<file path="config.mk">
export PLATFORM = sky130hd
export DESIGN_NAME = fetch_stage
export DESIGN_NICKNAME = d
export VERILOG_FILES = /design/src/rtl/fetch_stage.sv
export SDC_FILE = /design/constraint.sdc
export NUM_CORES = 1
export LEC_CHECK = 0
export BUFFER_PORTS_ARGS = -buffer_cell sky130_fd_sc_hd__buf_4
export CORE_MARGIN = 2
export CORE_UTILIZATION = 51
export DETAILED_ROUTE_END_ITERATION = 12
export PLACE_DENSITY = 0.85
export SYNTH_ARGS = -nofsm -noshare
export SYNTH_HDL_FRONTEND = slang
export SYNTH_SLANG_ARGS = --single-unit
</file>
<file path="constraint.sdc">
create_clock -name clk -period 4.7 [get_ports clk]
set_clock_uncertainty 0.15 [all_clocks]
set_input_delay 0.94 -clock clk [delete_from_list [all_inputs] [get_ports clk]]
set_output_delay 0.94 -clock clk [all_outputs]
set_load 0.01 [all_outputs]
</file>
<file path="src/rtl/fetch_stage.sv">
// Instruction fetch stage: PC register, imem req/ack handshake, registered Instr/PCPLUS4.
// Optional FETCH_TIMEOUT_EN adds a REQ timeout counter and a sticky ERR state.
module fetch_stage #(
    parameter int                    DATA_WIDTH     = 32,
    parameter logic [DATA_WIDTH-1:0] RESET_PC       = '0,
    parameter int                    TIMEOUT_CYCLES = 16
) (
    input  logic                  clk,
    input  logic                  reset,
    output logic                  imem_req,
    output logic [DATA_WIDTH-1:0] imem_addr,
    input  logic                  imem_ack,
    input  logic [DATA_WIDTH-1:0] imem_rdata,
    input  logic                  stall,
    input  logic                  PCSrc,
    input  logic [DATA_WIDTH-1:0] Result,
    output logic [DATA_WIDTH-1:0] Instr,
    output logic [DATA_WIDTH-1:0] PCPLUS4,
    output logic                  instr_valid,
    output logic                  fetch_err
);

    typedef enum logic [1:0] {
        IDLE,
        REQ,
        HOLD
`ifdef FETCH_TIMEOUT_EN
        , ERR
`endif
    } state_t;

    state_t                state;
    logic [DATA_WIDTH-1:0] pc;
    logic [DATA_WIDTH-1:0] pc_plus4;

    assign pc_plus4  = pc + DATA_WIDTH'(4);
    assign imem_req  = (state == REQ);
    assign imem_addr = pc;

`ifdef FETCH_TIMEOUT_EN
    localparam int CW = $clog2(TIMEOUT_CYCLES + 1);
    logic [CW-1:0] cnt;
    logic          err_q;
    assign fetch_err = err_q;
`else
    assign fetch_err = 1'b0;
`endif

    always_ff @(posedge clk or posedge reset) begin
        if (reset) begin
            state       <= IDLE;
            pc          <= RESET_PC;
            Instr       <= '0;
            PCPLUS4     <= '0;
            instr_valid <= 1'b0;
`ifdef FETCH_TIMEOUT_EN
            cnt         <= '0;
            err_q       <= 1'b0;
`endif
        end else begin
            unique case (state)
                IDLE: begin
                    state <= REQ;
`ifdef FETCH_TIMEOUT_EN
                    cnt   <= '0;
`endif
                end
                REQ: begin
                    if (imem_ack) begin
                        Instr       <= imem_rdata;
                        PCPLUS4     <= pc_plus4;
                        instr_valid <= 1'b1;
                        state       <= HOLD;
                    end
`ifdef FETCH_TIMEOUT_EN
                    else if (cnt == CW'(TIMEOUT_CYCLES - 1)) begin
                        state <= ERR;
                        err_q <= 1'b1;
                    end else begin
                        cnt <= cnt + 1'b1;
                    end
`endif
                end
                HOLD: begin
                    if (!stall) begin
                        // Redirect targets are forced to word alignment
                        pc          <= PCSrc ? (Result & ~DATA_WIDTH'(3))
                                             : pc_plus4;
                        instr_valid <= 1'b0;
                        state       <= REQ;
`ifdef FETCH_TIMEOUT_EN
                        cnt         <= '0;
`endif
                    end
                end
`ifdef FETCH_TIMEOUT_EN
                ERR: state <= ERR;
`endif
                default: state <= IDLE;
            endcase
        end
    end

endmodule

</file>
==> metrics.cfg <==
[power_and_ir_drop]
power.static_leakage_nw = 2.917
powerDensity_mw_per_mm2 = 607.9
ir_drop_mv = 0.4166

[logic_synthesis]
synth_edf_count = 0
yosys_register_bits = 95
synth_top_cell_by_area = dfrtp_1
synth-main-ff-cell = dfrtp_1
syn_area_mm2 = 0.004910
synth_cells = 572
yosysWarnings = 0
yosys.area.top_type_share_pct = 48.42
syn_area_per_cell_um2 = 8.583
yosysMostFrequentCell = nand2_1
yosys.cell_types.count = 49
synth.area.top_cells = dfrtp_1 48%, nand2_1 10%, o21ai_0 4.0%, a31oi_1 2.9%, clkbuf_1 2.8%
yosysSeqAreaShare_pct = 48.42
synthArstFlopShare_pct = 100.0
yosys-top-cells-count = 132 x nand2_1, 95 x dfrtp_1, 39 x o21ai_0

[cells_and_area]
n_fill_cell = 805
final_cells = 834
drive_gt1_share_pct = 27.66
finalNetCount = 774
n_antenna_cell = 0
final_cell_area_mm2 = 0.006321
areaGrowthSynthToFinish_pct = 28.75

[sta]
rsz0062_at_grt = no
drv_slew = 0
finalSetupViolCount = 0
max_freq_mhz = 384.8
max_slew_margin_pct = 25.96
fin_crit_ns = 2.599
finalCritPeriodShare_pct = 55.29
fin_tns_setup_ns = 0
tightest_slew_ns = 1.107
hold_viol_final = 0

[critical_path]
arrival_ns = 2.74
path_class = reg2reg
critPathMaxFanout = 7
start_kind = flip-flop
timing.rr.end = PCPLUS4[28]
end_kind = flip-flop
crit_required_ns = 4.84
reg2reg_from = imem_addr[2]
reg2reg_depth = 5
rrSetupSlack_ns = 2.10

[clocking]
cts_root_buf = clkbuf_8
post_cts_buffers = 0
cts.path.max_buffers = 2
cts-htree-levels = 3
holdBufCountCts = 0
cts_sinks = 95
cts_buffers = 9
path_clk_slew_ns = 0.11
clk_latency_ns = 0.37
cts.repair.resized = 0
cts_tree = built

[detailed_routing]
vias = 4791
via_per_inst = 5.745
wl_per_cell_um = 16.77
drcViolationCount = 0
first_pass_iters = 5
antenna_left = 0
wirelength_um = 13990
first_iter_violations = 324

[floorplanning]
core_area_mm2 = 0.009284
pin_count = 168
initial_core_util_pct = 52.88
die-area_mm2 = 0.01043
dieWidth_um = 102.1
rows = 35
fp.dieH_um = 102.1

[place]
portBuffers = 160
placed_area_mm2 = 0.006111
dp_hpwl_um = 9675
place_congestion = 0.8077
dp.cells = 818

[grt]
overflow = 0
grt_pass1_vias = 4449
grt_pass1_wl_um = 21810
grt_start_max_net_pins = 75
grt_usage_pct = 26.46
antenna_found_initial = 0

[hold_path]
hp-class = reg2reg
hold_path_end = PCPLUS4[18]
hp-start = PCPLUS4[18]
holdPathStages = 2

[flow_run]
max_cap_viol_count = 0

[outcome]
status = complete, no violations

-- cells by family after synthesis --
kind of cell / Yosys count / synth area share, %
buffers and inverters: 67 / 5.683
muxes: 2 / 0.4078
DFF: 95 / 48.42
adders and majority gates: 5 / 1.274
other: 1 / 0.07638
and+or+nand+nor: 271 / 26.17
xor gates and xnor gates: 14 / 2.498
AOI/OAI and AO/OA: 117 / 15.47
-- layout make-up --
class	count	area, um2	area share [%]
clock buffer	9	123.9	1.960
clock inverter	7	86.33	1.366
inverter	15	58.81	0.9303
multi-input combinational	414	2275	35.99
sequential	95	2377	37.61
timing repair buffer	165	1239	19.60
tap	129	161.4	2.553
-- through the flow --
| step | setup slack [ns] | util, % | hold slack (ns) | total power [mW] |
|---|---|---|---|---|
| after floorplan | 1.133 | - | 0.3639 | 2.435 |
| after global placement | 2.033 | 65.82 | 0.3079 | 3.182 |
| after detailed placement | 1.945 | 65.82 | 0.3135 | 3.274 |
| after CTS | 2.116 | 68.09 | 0.3394 | 3.850 |
| after global routing | 1.921 | 68.09 | 0.3533 | 4.112 |
| final | 2.101 | 68.09 | 0.3359 | 3.843 |
-- flip-flops by register name (all words and copies together) (netlist names) --
| name | count |
|---|---|
| Instr | 32 |
| PCPLUS4 | 30 |
| imem_addr | 30 |
| instr_valid | 1 |
| state | 2 |
-- report_power, final --
group | switching (mW) | internal, mW
Sequential | 0.345 | 1.17
Clock | 0.324 | 0.257
Combinational | 0.931 | 0.815
Total | 1.60 | 2.24
-- worst max-delay path: stages (launching register included) --
cell	delay, ns
dfrtp_1	0.48
ha_1	0.29
nand3_1	0.29
or4_1	0.73
or3_1	0.39
a31oi_1	0.17
-- per-layer routing --
metal	GRT usage [%]	vias to the layer above	wire [um]
met2	42.46	232	6521
met3	4.993	19	1184
met1	36.21	2275	6070
li1	-	2265	-
met4	9.436	0	210
met5	0	-	0
-- worst max-delay path by stage --
| stage | cells past startpoint | from | end |
|---|---|---|---|
| finish | 5 | imem_addr[2] | PCPLUS4[28] |
| detailed placement | 6 | stall | imem_addr[26] |
| CTS | 4 | imem_addr[6] | PCPLUS4[19] |
| floorplan | 1 | reset | Instr[0] |
| global placement | 6 | stall | imem_addr[23] |
| global route | 4 | imem_addr[6] | PCPLUS4[19] |
-- cells in the final DEF (no fill, tap or decap), types with 7 or more instances in the layout --
cell / n
dfrtp_1: 95
a31oi_1: 23
nor2_1: 34
a21oi_1: 13
o21ai_0: 39
and3_1: 10
clkbuf_8: 9
nand2_1: 131
xnor2_1: 13
inv_1: 14
nand4_1: 22
nor3_1: 16
buf_4: 165
nand3_1: 20
or3_1: 8
nor4_1: 8
o2bb2ai_1: 7
(Power assumes the default switching activity.)
